### src/rtl/stopwatch_pkg.sv
// Shared constants for the millisecond stopwatch/timer.
// Field widths and per-field maximum values for the minute, second and
// millisecond fields. The hour field width is a parameter of the top, so
// the full time record is declared there, built from these widths.
package stopwatch_pkg;
  localparam int MS_W    = 10;
  localparam int SEC_W   = 6;
  localparam int MIN_W   = 6;
  localparam int MS_MAX  = 999;
  localparam int SEC_MAX = 59;
  localparam int MIN_MAX = 59;

  // Minute/second/millisecond part of a time value; the top prepends the hour.
  typedef struct packed {
    logic [MIN_W-1:0] min;
    logic [SEC_W-1:0] sec;
    logic [MS_W-1:0]  ms;
  } mss_t;

  localparam mss_t MSS_ZERO = '0;
endpackage

### src/rtl/stopwatch_timer_ms_tick.sv
// ms_tick_gen: prescaler that produces a one-cycle tick every CLK_DIV
// cycles while run is high.
//   clk_i, reset_i : clock, synchronous active-high reset
//   run            : count enable (counter holds while low)
//   restart        : force the count back to 0 (wins over run)
//   tick           : high in the cycle the count equals CLK_DIV-1
module ms_tick_gen #(
  parameter int CLK_DIV = 100000
) (
  input  logic clk_i,
  input  logic reset_i,
  input  logic run,
  input  logic restart,
  output logic tick
);
  localparam int CW = (CLK_DIV > 2) ? $clog2(CLK_DIV) : 1;
  localparam logic [CW-1:0] LAST = CW'(CLK_DIV - 1);

  logic [CW-1:0] cnt_q;

  always_ff @(posedge clk_i) begin
    if (reset_i || restart)  cnt_q <= '0;
    else if (run)            cnt_q <= (cnt_q == LAST) ? '0 : cnt_q + 1'b1;
  end

  assign tick = run && (cnt_q == LAST);
endmodule

### src/rtl/stopwatch_timer_ms.sv
// stopwatch_timer_ms: hh:mm:ss.mmm up/down counter with preset load,
// lap capture, end-of-count (done_o) and wrap (wrap_o) pulses.
//   inputs : clk_i, reset_i (sync, active high), start_i/stop_i/clear_i/
//            load_i/lap_i command pulses, mode_i (1 = count down),
//            *_set_i preset fields (saturated on load)
//   outputs: current time, lap time + lap_valid_o, running_o, done_o,
//            wrap_o; all registered.
module stopwatch_timer_ms
  import stopwatch_pkg::*;
#(
  parameter int CLK_DIV  = 100000,
  parameter int HOUR_W   = 5,
  parameter int HOUR_MAX = 23
) (
  input  logic              clk_i,
  input  logic              reset_i,
  input  logic              start_i,
  input  logic              stop_i,
  input  logic              clear_i,
  input  logic              load_i,
  input  logic              mode_i,
  input  logic              lap_i,
  input  logic [HOUR_W-1:0] hour_set_i,
  input  logic [MIN_W-1:0]  min_set_i,
  input  logic [SEC_W-1:0]  sec_set_i,
  input  logic [MS_W-1:0]   ms_set_i,
  output logic [HOUR_W-1:0] hour_o,
  output logic [MIN_W-1:0]  min_o,
  output logic [SEC_W-1:0]  sec_o,
  output logic [MS_W-1:0]   ms_o,
  output logic [HOUR_W-1:0] lap_hour_o,
  output logic [MIN_W-1:0]  lap_min_o,
  output logic [SEC_W-1:0]  lap_sec_o,
  output logic [MS_W-1:0]   lap_ms_o,
  output logic              lap_valid_o,
  output logic              running_o,
  output logic              done_o,
  output logic              wrap_o
);
  typedef struct packed {
    logic [HOUR_W-1:0] hour;
    mss_t              f;
  } time_t;

  localparam time_t             TIME_ZERO = '0;
  localparam logic [HOUR_W-1:0] HMAX = HOUR_W'(HOUR_MAX);
  localparam logic [MIN_W-1:0]  MNM  = MIN_W'(MIN_MAX);
  localparam logic [SEC_W-1:0]  SM   = SEC_W'(SEC_MAX);
  localparam logic [MS_W-1:0]   MSM  = MS_W'(MS_MAX);

  time_t cur_q, lap_q, set_sat, t_up, t_dn;
  logic  running_q, lap_valid_q, done_q, wrap_q;
  logic  tick, at_zero, at_max, start_go, restart;

  assign at_zero = (cur_q == TIME_ZERO);
  assign at_max  = (cur_q.hour == HMAX) && (cur_q.f.min == MNM) &&
                   (cur_q.f.sec == SM) && (cur_q.f.ms == MSM);
  // A down-count start from zero would end immediately; it is dropped.
  assign start_go = start_i && !(mode_i && at_zero);
  assign restart  = clear_i || load_i || (!stop_i && start_go);

  ms_tick_gen #(.CLK_DIV(CLK_DIV)) u_tick (
    .clk_i   (clk_i),
    .reset_i (reset_i),
    .run     (running_q),
    .restart (restart),
    .tick    (tick)
  );

  always_comb begin
    set_sat.hour  = (hour_set_i > HMAX) ? HMAX : hour_set_i;
    set_sat.f.min = (min_set_i  > MNM)  ? MNM  : min_set_i;
    set_sat.f.sec = (sec_set_i  > SM)   ? SM   : sec_set_i;
    set_sat.f.ms  = (ms_set_i   > MSM)  ? MSM  : ms_set_i;
  end

  // Carry chain: each field rolls only when all lower fields roll.
  always_comb begin
    t_up = cur_q;
    if (cur_q.f.ms != MSM)         t_up.f.ms  = cur_q.f.ms + 1'b1;
    else begin
      t_up.f.ms = '0;
      if (cur_q.f.sec != SM)       t_up.f.sec = cur_q.f.sec + 1'b1;
      else begin
        t_up.f.sec = '0;
        if (cur_q.f.min != MNM)    t_up.f.min = cur_q.f.min + 1'b1;
        else begin
          t_up.f.min = '0;
          t_up.hour  = (cur_q.hour == HMAX) ? '0 : cur_q.hour + 1'b1;
        end
      end
    end
  end

  // Borrow chain; only used when cur_q is non-zero, so hour never underflows.
  always_comb begin
    t_dn = cur_q;
    if (cur_q.f.ms != '0)          t_dn.f.ms  = cur_q.f.ms - 1'b1;
    else begin
      t_dn.f.ms = MSM;
      if (cur_q.f.sec != '0)       t_dn.f.sec = cur_q.f.sec - 1'b1;
      else begin
        t_dn.f.sec = SM;
        if (cur_q.f.min != '0)     t_dn.f.min = cur_q.f.min - 1'b1;
        else begin
          t_dn.f.min = MNM;
          t_dn.hour  = cur_q.hour - 1'b1;
        end
      end
    end
  end

  always_ff @(posedge clk_i) begin
    if (reset_i) begin
      cur_q       <= TIME_ZERO;
      lap_q       <= TIME_ZERO;
      running_q   <= 1'b0;
      lap_valid_q <= 1'b0;
      done_q      <= 1'b0;
      wrap_q      <= 1'b0;
    end else begin
      // Lap sees the value before any command on this edge.
      lap_valid_q <= lap_i;
      if (lap_i) lap_q <= cur_q;
      done_q <= 1'b0;
      wrap_q <= 1'b0;
      if (clear_i) begin
        cur_q     <= TIME_ZERO;
        running_q <= 1'b0;
      end else if (load_i) begin
        cur_q     <= set_sat;
        running_q <= 1'b0;
      end else if (stop_i) begin
        running_q <= 1'b0;
      end else if (start_i) begin
        if (start_go) running_q <= 1'b1;
      end else if (tick) begin
        if (!mode_i) begin
          cur_q  <= t_up;
          wrap_q <= at_max;
        end else if (at_zero || (t_dn == TIME_ZERO)) begin
          cur_q     <= TIME_ZERO;
          running_q <= 1'b0;
          done_q    <= 1'b1;
        end else begin
          cur_q <= t_dn;
        end
      end
    end
  end

  assign hour_o      = cur_q.hour;
  assign min_o       = cur_q.f.min;
  assign sec_o       = cur_q.f.sec;
  assign ms_o        = cur_q.f.ms;
  assign lap_hour_o  = lap_q.hour;
  assign lap_min_o   = lap_q.f.min;
  assign lap_sec_o   = lap_q.f.sec;
  assign lap_ms_o    = lap_q.f.ms;
  assign lap_valid_o = lap_valid_q;
  assign running_o   = running_q;
  assign done_o      = done_q;
  assign wrap_o      = wrap_q;
endmodule

### config.mk
export PLATFORM = sky130hd
export DESIGN_NAME = stopwatch_timer_ms
export DESIGN_NICKNAME = d
export VERILOG_FILES = /design/src/rtl/stopwatch_pkg.sv /design/src/rtl/stopwatch_timer_ms_tick.sv /design/src/rtl/stopwatch_timer_ms.sv
export SDC_FILE = /design/constraint.sdc
export NUM_CORES = 1
export LEC_CHECK = 0
export CAP_MARGIN = 20
export CORE_MARGIN = 3
export CORE_UTILIZATION = 40
export CTS_CLUSTER_DIAMETER = 150
export DETAILED_ROUTE_END_ITERATION = 6
export GPL_TIMING_DRIVEN = 0
export SLEW_MARGIN = 20
export SYNTH_ARGS = -nofsm -noshare
export SYNTH_HDL_FRONTEND = slang
export SYNTH_HIERARCHICAL = 1
export SYNTH_SLANG_ARGS = --single-unit
### constraint.sdc
create_clock -name clk_i -period 5.05 [get_ports clk_i]
set_input_delay 0.7575 -clock clk_i [delete_from_list [all_inputs] [get_ports clk_i]]
set_output_delay 0.7575 -clock clk_i [all_outputs]
set_load 0.02 [all_outputs]
After elaboration in Yosys (flattened, before gate mapping)
Index checks and enable logic that the tools add are counted.
Widths: inputs -> output; s select.
{ "word_totals": {"output_inout_bits": 58, "in_bits": 35, "register_bits": 75} }
{ "op_classes": {"magnitude_cmp": 4, "n_reduce_logical": 31, "n_bitwise": 2, "n_eq_ne": 14, "addsub": 9, "mux": 30} }
{ "op_table": {"columns": ["op", "n"], "rows": [
  ["$mux 27", 6],
  ["$logic_not 27->1", 2],
  ["$mux 17", 3],
  ["$mux 6", 6],
  ["$mux 10", 3],
  ["$mux 11", 2],
  ["$mux 5", 4],
  ["$add 17x1->17 const B", 1],
  ["$eq 17x17->1 const B", 1],
  ["$reduce_or 7->1", 2],
  ["$add 6x1->6 const B", 2],
  ["$eq 6x6->1 const B", 2],
  ["$gt 6x6->1 const B", 2],
  ["$ne 6x6->1 const B", 2],
  ["$reduce_bool 6->1", 2],
  ["$sub 6x1->6 const B", 2],
  ["$add 10x1->10 const B", 1],
  ["$eq 10x10->1 const B", 1],
  ["$gt 10x10->1 const B", 1],
  ["$ne 10x10->1 const B", 1],
  ["$reduce_bool 10->1", 1],
  ["$sub 10x1->10 const B", 1],
  ["$ne 3x3->1 const B", 3],
  ["$reduce_and 4->1", 2],
  ["16 further kinds", 37]
]} }

Depth between registers and ports, before layout
{ "depth": {"depth_word": 12, "depth_mapped": 15, "mapped_depth_nobuf": 11} }

Hierarchy
Netlist, hierarchy kept.
{ "modules_own_cells": {"columns": ["mod", "area_per_inst_um2", "n_inst", "cells_each"], "rows": [
  ["stopwatch_timer_ms", 4115.2, 1, 533],
  ["ms_tick_gen", 839.6, 1, 95]
]} }

Least setup slack after synthesis
No wires, ideal clock.
{ "synth_timing": {"path_kind": "register to register", "startpoint": "reg cur_q (netlist bit ms_o[0])", "endpoint": "reg u_tick.cnt_q[10]", "synth_period_minus_slack_ps": 3510, "path_stages_with_launch": 16, "path_slack_ps": 1540, "arrival_time_ps": 3446, "required_time_ps": 4986, "setup_ps": 64, "n_path_buf": 4, "path_cell_list": "dfxtp_1 -> clkbuf_1 -> inv_1 -> ha_1 -> or4b_1 -> buf_2 -> or3_4 -> buf_6 -> nor3_2 -> nand3_1 -> o21ai_0 -> o21ai_0 -> nor2_1 -> o21ai_4 -> buf_6 -> nor2_1"} }
{ "synth_via": {"elab_chain_cells": 7} }
{ "synth_rtl": {"columns": ["element", "line_no", "text"], "rows": [
  ["start, declared", "stopwatch_timer_ms.sv:51", "time_t cur_q, lap_q, set_sat, t_up, t_dn;"],
  ["start signal, assigned", "stopwatch_timer_ms.sv:131", "cur_q <= set_sat;"],
  ["start signal, assigned", "stopwatch_timer_ms.sv:139", "cur_q <= t_up;"],
  ["start signal, assigned", "stopwatch_timer_ms.sv:146", "cur_q <= t_dn;"],
  ["$logic_not 27->1", "stopwatch_timer_ms.sv:55", "assign at_zero = (cur_q == TIME_ZERO);"],
  ["$logic_and 1x1->1", "stopwatch_timer_ms.sv:59", "assign start_go = start_i && !(mode_i && at_zero);"],
  ["$logic_not 1->1", "stopwatch_timer_ms.sv:59", null],
  ["$logic_and 1x1->1", "stopwatch_timer_ms.sv:59", null],
  ["$logic_and 1x1->1", "stopwatch_timer_ms.sv:60", "assign restart = clear_i || load_i || (!stop_i && start_go);"],
  ["$logic_or 1x1->1", "stopwatch_timer_ms.sv:60", null],
  ["named net restart", "stopwatch_timer_ms.sv:53", "logic tick, at_zero, at_max, start_go, restart;"],
  ["$logic_or 1x1->1", "stopwatch_timer_ms_tick.sv:22", "if (reset_i || restart) cnt_q <= '0;"],
  ["end signal, assigned", "stopwatch_timer_ms_tick.sv:23", "else if (run) cnt_q <= (cnt_q == LAST) ? '0 : cnt_q + 1'b1;"],
  ["end, declared", "stopwatch_timer_ms_tick.sv:19", "logic [CW-1:0] cnt_q;"]
]} }
The timed path passes the listed nets, and every way through them passes these cells.
A chain may end at the register's enable or synchronous reset.

Worst setup path in the final report
{ "layout_timing": {"startpoint": "reg cur_q (netlist bit ms_o[0])", "endpoint": "reg u_tick.cnt_q[8]"} }
Same word-level chain as after synthesis.

==> flow_summary.toml <==
[power_and_ir_drop]
powerDensity_mw_per_mm2 = 259
peakVddDrop_mv = 0.215
p_leak_nw = 2.19

[global_routing]
grt_pass1_wl_um = 28400
grt_pass1_vias = 5189
antenna_found_initial = 0
grtUsageTotal_pct = 26.8
overflow = 0
grt_max_degree = 13

[routing]
wire_per_inst_um = 19.8
drtIter0Drc = 598
viasPerCell = 5.93
wl_um = 17900
first_pass_iters = 7
route.antenna.remaining_nets = 0
vias = 5344
drc = 0

[logic_synthesis]
netlist_area_mm2 = 0.00495
synth-seq-cells = 75
synthCells = 628
synth_top_area_share_pct = 30.3
synthesis.nets = 675
synth_edf_count = 0
ys.flop_type = "dfxtp_1"
async_reset_ff_share_pct = 0
synth_common_cells = "dfxtp_1 (75), nor2_1 (73), nand2_1 (47), o21ai_0 (40), clkbuf_1 (33)"
ys_seq_area_share_pct = 30.3
synth_area_leader_cell = "dfxtp_1"
synth.lib_cells_used.distinct = 73
yosysWarnings = 6
ys_top_cells_by_area = "dfxtp_1 (30%), mux2i_1 (5.7%), nor2_1 (5.5%), o21ai_0 (4.0%), nand2_1 (3.6%)"
yosysMostFrequentCell = "dfxtp_1"
synth_area_per_cell_um2 = 7.89

[timing]
post-route-period-util_pct = 85.8
rsz0062_at_grt = "no"
fmax_mhz = 231
finalHoldViolations = 0
slew_headroom_pct = 32.6
timing.hold.ws_ns = 0.493
setup_tns_ns = 0
setup_viol = 0
tightestPinTransition_ns = 1.01
fin_skew_ns = 0.00699
maxSlewViolCount = 0
period_needed_ns = 4.33

[placed_design]
port_buffers = 90
place_congestion = 0.933
dp.final_hpwl_um = 13400
dp_cells = 886

[worst_setup_path]
r2r_cells = 15
slowest_stage = "nor3_2"
arrival_ns = 4.62
worst-path-stages = 15
rr_startpoint = "ms_o[0]$_SDFFE_PP0P_"
endpoint = "u_tick/cnt_q[8]$_SDFFE_PP0P_"
cp_top_family = "simple AND/OR/NAND/NOR gates"
reg2reg_slack_ns = 0.72
worst-path-buf-inv = 5
worstPathMaxFanout = 10
crit_path_end_kind = "flip-flop"
cp_cell_sequence = "clkbuf_1 -> inv_1 -> ha_1 -> or4b_1 -> buf_2 -> or3_4 -> buf_6 -> nor3_2 -> nand3_1 -> o21ai_0 -> o21ai_0 -> nor2_1 -> o21ai_4 -> buf_6 -> nor2_1"
critPathLaunch = "ms_o[0]$_SDFFE_PP0P_"
critPathKind = "reg -> reg"
cpPeakStageDelay_ns = 0.46
startpoint_type = "flip-flop"
required_ns = 5.33
r2r_end = "u_tick/cnt_q[8]$_SDFFE_PP0P_"

[final_layout]
diodes = 0
nNetsFinal = 776
regArea_mm2 = 0.00150
stdcell_count = 901
syn2layout_area_growth_pct = 28.4
post-route-util_pct = 52.7
drive_above_1_share_pct = 6.96
multiInputGateArea_mm2 = 0.00317
fillers = 1185

[floorplan]
rows = 40
coreArea_mm2 = 0.0121
dieArea_mm2 = 0.0138
initial_core_util_pct = 41.1
die_w_um = 117
io-pin-count = 93
die_y_um = 117

[min_path]
hold_path.class = "reg -> reg"

[cts]
cts.sinks = 75
h-tree-depth = 3
clk_path_buf_depth = 2
clk_latency_ns = 0.35
post_cts_buffers = 0
cts-hold-fix-buffers = 0
cts_tree = "yes"
numCtsBuffers = 9
cts.reportedPaths.clkPinSlew_ns = 0.06
post_cts_resized = 0
cts_root_buf = "clkbuf_16"

[run_status]
status = "finished clean"

[run]
maxCapViolations = 0
[tightest hold or removal path, cell delays in order, from the launching register on]
cell and delay (ns):
dfxtp_1 0.32, mux2i_1 0.06, nor2_1 0.07
[cells in the final DEF, fill, tap and decap left out, types with 4 or more instances in the layout]
cell | synthesis | layout
nand4_1 | 20 | 20
inv_1 | 18 | 18
nor2_1 | 73 | 73
buf_1 | 4 | 4
or2_2 | 6 | 6
nor4_1 | 11 | 11
ha_1 | 12 | 12
a21oi_1 | 28 | 28
or4_1 | 5 | 5
buf_6 | 6 | 6
clkbuf_1 | 33 | 34
o221ai_1 | 8 | 8
a31oi_1 | 16 | 16
nand2_1 | 47 | 47
a221oi_1 | 4 | 4
nor2b_1 | 6 | 6
o21ai_0 | 40 | 40
clkdlybuf4s50_1 | 0 | 90
nand3_1 | 28 | 28
a211oi_1 | 10 | 10
xnor2_1 | 20 | 20
o31ai_1 | 9 | 9
nand2b_1 | 6 | 6
nand3b_1 | 5 | 5
xor2_1 | 7 | 7
and2_1 | 5 | 5
clkbuf_16 | 0 | 9
dfxtp_1 | 75 | 75
o22ai_1 | 7 | 7
or3_1 | 8 | 8
and3_1 | 6 | 6
mux2i_1 | 28 | 28
nor3_1 | 16 | 16
[sequential cells by signal (all words and copies together), names as in the netlist, 5 cells and up]
name,cells
min_o,6
ms_o,10
u_tick/cnt_q,17
sec_o,6
lap_sec_o,6
lap_ms_o,10
lap_min_o,6
hour_o,5
lap_hour_o,5
[where the power goes]
| group | switching [mW] | leakage, nW | internal, mW |
|---|---|---|---|
| Clock | 0.256 | 0.142 | 0.393 |
| Combinational | 0.227 | 1.44 | 0.146 |
| Sequential | 0.0175 | 0.609 | 0.607 |
| Total | 0.501 | 2.19 | 1.15 |
[stage by stage]
stage / setup WS, ns / power (mW) / cell area [um^2]
after CTS: 0.781 / 1.66 / 6360
after detailed placement: 0.807 / 1.00 / 6070
after global routing: 0.387 / 1.72 / 6360
final: 0.716 / 1.65 / 6360
after global placement: 0.864 / 1.00 / 6070
after floorplan: 1.54 / 0.866 / 4950
[cell families after synthesis]
group	synth area share, %
simple gates	28.3
buf+inv	5.78
mux	5.88
xor+xnor	5.10
fa+ha+maj	3.03
flops	30.3
compound gates	21.6
[layer usage]
metal	vias to the layer above	GRT usage [%]	routed length, um
met2	247	41.4	8080
met4	0	11.0	553
met3	40	4.99	1150
met5	-	0	0
met1	2539	36.8	8080
li1	2518	-	-
[worst min path at each step]
stage,depth (start not counted),slack [ns],endpoint,start
CTS,2,0.50,lap_min_o[1]$_SDFFE_PP0P_,lap_min_o[1]$_SDFFE_PP0P_
floorplan,2,0.48,u_tick/cnt_q[16]$_SDFFE_PP0P_,u_tick/cnt_q[16]$_SDFFE_PP0P_
finish,2,0.49,lap_ms_o[3]$_SDFFE_PP0P_,lap_ms_o[3]$_SDFFE_PP0P_
detailed placement,2,0.48,lap_hour_o[0]$_SDFFE_PP0P_,lap_hour_o[0]$_SDFFE_PP0P_
global route,2,0.53,lap_min_o[1]$_SDFFE_PP0P_,lap_min_o[1]$_SDFFE_PP0P_
global placement,2,0.47,lap_sec_o[4]$_SDFFE_PP0P_,lap_sec_o[4]$_SDFFE_PP0P_
[final cells by class]
cell class	instances	share of cell area (%)
Multi-Input combinational cell	490	49.8
Timing Repair Buffer	90	14.2
Inverter	18	1.06
Buffer	45	3.44
Tap cell	168	3.31
Clock buffer	11	3.82
Clock inverter	4	0.807
Sequential cell	75	23.6
Note: power is estimated with default switching activity, not from simulation.
==> variant 1 (same settings) <==
One comparison of `cnt_q` changes from == to >=.
--- a/src/rtl/stopwatch_timer_ms_tick.sv
+++ b/src/rtl/stopwatch_timer_ms_tick.sv
@@ -24,5 +24,5 @@
   end
 
-  assign tick = run && (cnt_q == LAST);
+  assign tick = run && (cnt_q >= LAST);
 endmodule
 
Function: same outputs for any inputs over 4 cycles, from zero or initial values and one cycle with reset_i high; that may be too few to reach the edited logic, so the function may still have changed.
==> variant 1 against the original RTL <==
Clock power rose by 8.8%. Sequential power barely moved. Worst hold slack got worse by 0.0019 ns. Critical endpoint is now u_tick/cnt_q[2]. Highest routed layer unchanged. Global-route usage fell by 1.6 points. Worst setup slack improved by 0.28 ns. Cell area rose by 1.2%. Clock skew rose by 0.0029 ns. Power rose by 3.2%. Routed wire length fell by 1.0%. Sequential cell count did not move. Final cell count rose by 1.0%. Area after synthesis rose by 1.1%.
==> variant 1: results (changes against the original RTL) <==
Outcome: finished, final reports clean
Top post-synthesis cells by area: dfxtp_1 30%, mux2i_1 6.0%, nor2_1 5.8%
Routed WL per cell: 19.4 um (-2.0%)
Maximum clock path buffer count: 2 (unchanged)
P_sw: 516 uW (+3.0%)
Cells after DPL: 894 (+0.90%)
Quantity of I/O buffers inserted on ports: 90 (unchanged)
H-tree levels: 3 (unchanged)
Vias in the first global route: 5118 (-1.4%)
Seq/Total Area, Yosys: 30.0% (-0.32 points)
Most frequent cells after synthesis: 78 x nor2_1, 75 x dfxtp_1, 47 x nand2_1
Most frequent cell after synthesis: nor2_1
Met3 WL post-DR: 1360 um (+19%)
Global-route wire length before repair: 28100 um (-1.0%)
Detailed placement HPWL: 12800 um (-4.0%)
Worst-margin pin slew: 1.11 ns (+0.0982 ns)
Top_reg_cell synth: dfxtp_1
Top Metal Used: met4
Syn Nets: 683 (+1.2%)
Fillers: 1194 (+0.76%)
Nets@finish: 784 (+1.0%)
Iteration-0 DRC Markers: 457 (-24%)
Final Skew: 0.00985 ns (+0.00286 ns)
Max rail drop VDD: 218 uV (+1.3%)
R2R depth: 15 (unchanged)
Met1 Wirelength: 7900 um (-2.3%)
Routability cong.: 0.936 (+0.31%)
GR Util All Layers: 25.3% (-1.6 points)
Vias per cell: 5.88 (-0.90%)
Critical Path Max Stage Delay: 0.47 ns
Top reg by flops: u_tick/cnt_q
Largest net degree at the start of global routing: 14 (+1)
Met2 WL: 8090 um (+0.11%)
Layout cell share with drive strength beyond 1: 7.28% (+0.32 points)
Unique masters post-synth: 77 (+5.5%)
Leakage: 2.23 nW (+1.9%)
Non-filler cells, final: 910 (+1.0%)
Cells after Synth: 636 (+1.3%)
Min-delay worst type: reg -> reg
1st-pass router iterations: 5 (-2)
## variant 1: per-stage QoR
step,worst slack [ns],util (%),power (mW),hold WS (ns),cell area (um2)
floorplan,1.70,-,0.866,0.485,5010
finish,0.995,53.1,1.70,0.491,6440
global route,0.770,53.1,1.78,0.511,6440
CTS,1.02,53.1,1.71,0.500,6440
detailed placement,1.07,50.5,1.00,0.483,6120
global placement,1.07,50.5,0.998,0.471,6120
## variant 1: power groups by stage
stage          registers, mW  clock network [mW]  logic (mW)
6_report               0.623               0.706       0.371
5_1_grt                0.625               0.749       0.402
4_1_cts                0.623               0.719       0.366
3_5_place_dp           0.636                   0       0.364
3_3_place_gp           0.636                   0       0.362
2_1_floorplan          0.650                   0       0.217
## variant 1: cells by family after synthesis
logic type | synth area share [%]
xor gates and xnor gates | 5.40
and+or+nand+nor | 28.3
DFF | 30.0
buffers and inverters | 6.00
AOI/OAI and AO/OA | 21.1
muxes | 6.22
adders and majority gates | 3.00
## variant 1: metal layers
metal | track usage (%) | vias to the layer above
met5 | 0 | -
met4 | 8.79 | 0
met3 | 5.96 | 25
met2 | 39.7 | 214
met1 | 34.0 | 2565
li1 | - | 2545
## variant 1: cell type report
| cell class | count | share of cell area (%) |
|---|---|---|
| sequential | 75 | 23.3 |
| clock buffer | 9 | 3.50 |
| tap | 168 | 3.27 |
| clock inverter | 7 | 1.44 |
| timing repair buffer | 90 | 14.0 |
| multi-input combinational | 494 | 49.8 |
| inverter | 19 | 1.11 |
| buffer | 48 | 3.56 |
## variant 1: final timing paths
kind                              startpoint               to  slack [ns]
worst max-delay path                 ms_o[0]  u_tick/cnt_q[2]         1.0
worst min-delay path            lap_min_o[1]     lap_min_o[1]        0.49
worst max register to register       ms_o[0]  u_tick/cnt_q[2]         1.0
worst min register to register  lap_min_o[1]     lap_min_o[1]        0.49
## variant 1: worst register-to-register path: cells and delay by family, from the launching register on
kind            cells  cell delay (ns)
simple gates        6             1.87
buf+inv             5             0.98
compound gates      3             0.56
flops               1             0.34
fa+ha+maj           1             0.25
==> variant 2 (same settings) <==
Made on the original files. Set the package constant `MS_W` to 14 (it was 10).
--- a/src/rtl/stopwatch_pkg.sv
+++ b/src/rtl/stopwatch_pkg.sv
@@ -4,5 +4,5 @@
 // the full time record is declared there, built from these widths.
 package stopwatch_pkg;
-  localparam int MS_W    = 10;
+  localparam int MS_W    = 14;
   localparam int SEC_W   = 6;
   localparam int MIN_W   = 6;
Interface: changed (resized lap_ms_o, ms_o and ms_set_i); port bits go from 93 to 105. No check against the original RTL was run, so the function may have changed too.
==> variant 2 against the original RTL <==
Via count rose by 18%. Die area rose by 13%. Cell area rose by 13%. Routed wire length rose by 21%. Power rose by 16%. Worst setup slack improved by 0.045 ns. Clock skew fell by 0.00090 ns. Sequential cell count rose by 8. Area after synthesis rose by 14%. Critical endpoint is now hour_o[0].
==> variant 2: results (changes against the original RTL) <==
Clock buffer cells: 9 (-2)
Crit Path Max Fanout: 7 (-3)
Worst slack, placed: 0.952 ns (+0.146 ns)
FF+latch area: 1660 um2 (+11%)
Post-synthesis mux area share: 6.22% (+0.33 points)
Synth Area in XOR/XNOR: 5.29% (+0.18 points)
Outcome: finished, final reports clean
Synth Cell Area: 5630 um2 (+14%)
Routability cong.: 0.980 (+5.0%)
Non-clock buffer count: 159 (+18%)
Multi-input comb cells: 574 (+17%)
Clock share of power: 39.3% (-0.2 points)
Nets@finish: 897 (+16%)
Met2 WL: 9650 um (+19%)
DP Area: 6890 um2 (+14%)
Max rail drop VDD: 167 uV (-22%)
Non-filler cells, final: 1027 (+14%)
Met2 global-route usage: 40.3% (-1.1 points)
Via count: 6281 (+18%)
Inverters: 19 (+1)
Quantity of I/O buffers inserted on ports: 103 (+14%)
Cells after Synth: 732 (+17%)
P_seq: 693 uW (+11%)
GR Util All Layers: 27.0% (+0.16 points)
1st-pass router iterations: 5 (-2)
Seq/Total Area, Yosys: 29.5% (-0.81 points)
Vias in the first global route: 5978 (+15%)
Cells after DPL: 1011 (+14%)
Final Skew: 0.00609 ns (-0.000895 ns)
Routed WL per cell: 21.0 um (+6.0%)
P_sw: 616 uW (+23%)
Fraction of area in multi-input gates: 50.9% (+1.1 points)
Fillers: 1295 (+9.3%)
GRT met1 Usage: 36.9% (+0.046 points)
Met3 Use GR: 7.08% (+2.1 points)
Area share of buffers outside the clock network: 17.5% (-0.083 points)
Critical Path Max Stage Delay: 0.56 ns (+0.10 ns)
Compound-cell area share of the yosys netlist: 23.6% (+2.0 points)
Met3 WL post-DR: 2330 um (+100%)
Iteration-0 DRC Markers: 801 (+34%)
Syn Nets: 783 (+16%)
Slew HR: 27.0% (-5.6 points)
Met1 Wirelength: 9060 um (+12%)
==> variant 2: cell types whose count changed after synthesis, sizes merged, moves of 5 or more <==
| cell | before | now |
|---|---|---|
| o21ai | 43 | 54 |
| or4 | 7 | 12 |
| nor2 | 74 | 97 |
| a31oi | 17 | 6 |
| a21oi | 29 | 47 |
| nor4 | 13 | 22 |
| dfxtp | 75 | 83 |
| clkbuf | 33 | 44 |
| nor3 | 19 | 24 |
| nand2 | 47 | 55 |
| mux2i | 28 | 35 |
| nand3 | 29 | 22 |
==> variant 2: final timing paths <==
path                                 startpoint            to  cells past startpoint  slack (ns)
worst max-delay path            u_tick/cnt_q[5]     hour_o[0]                     10        0.76
worst min-delay path               lap_min_o[4]  lap_min_o[4]                      2        0.50
worst max register to register  u_tick/cnt_q[5]     hour_o[0]                     10        0.76
worst min register to register     lap_min_o[4]  lap_min_o[4]                      2        0.50
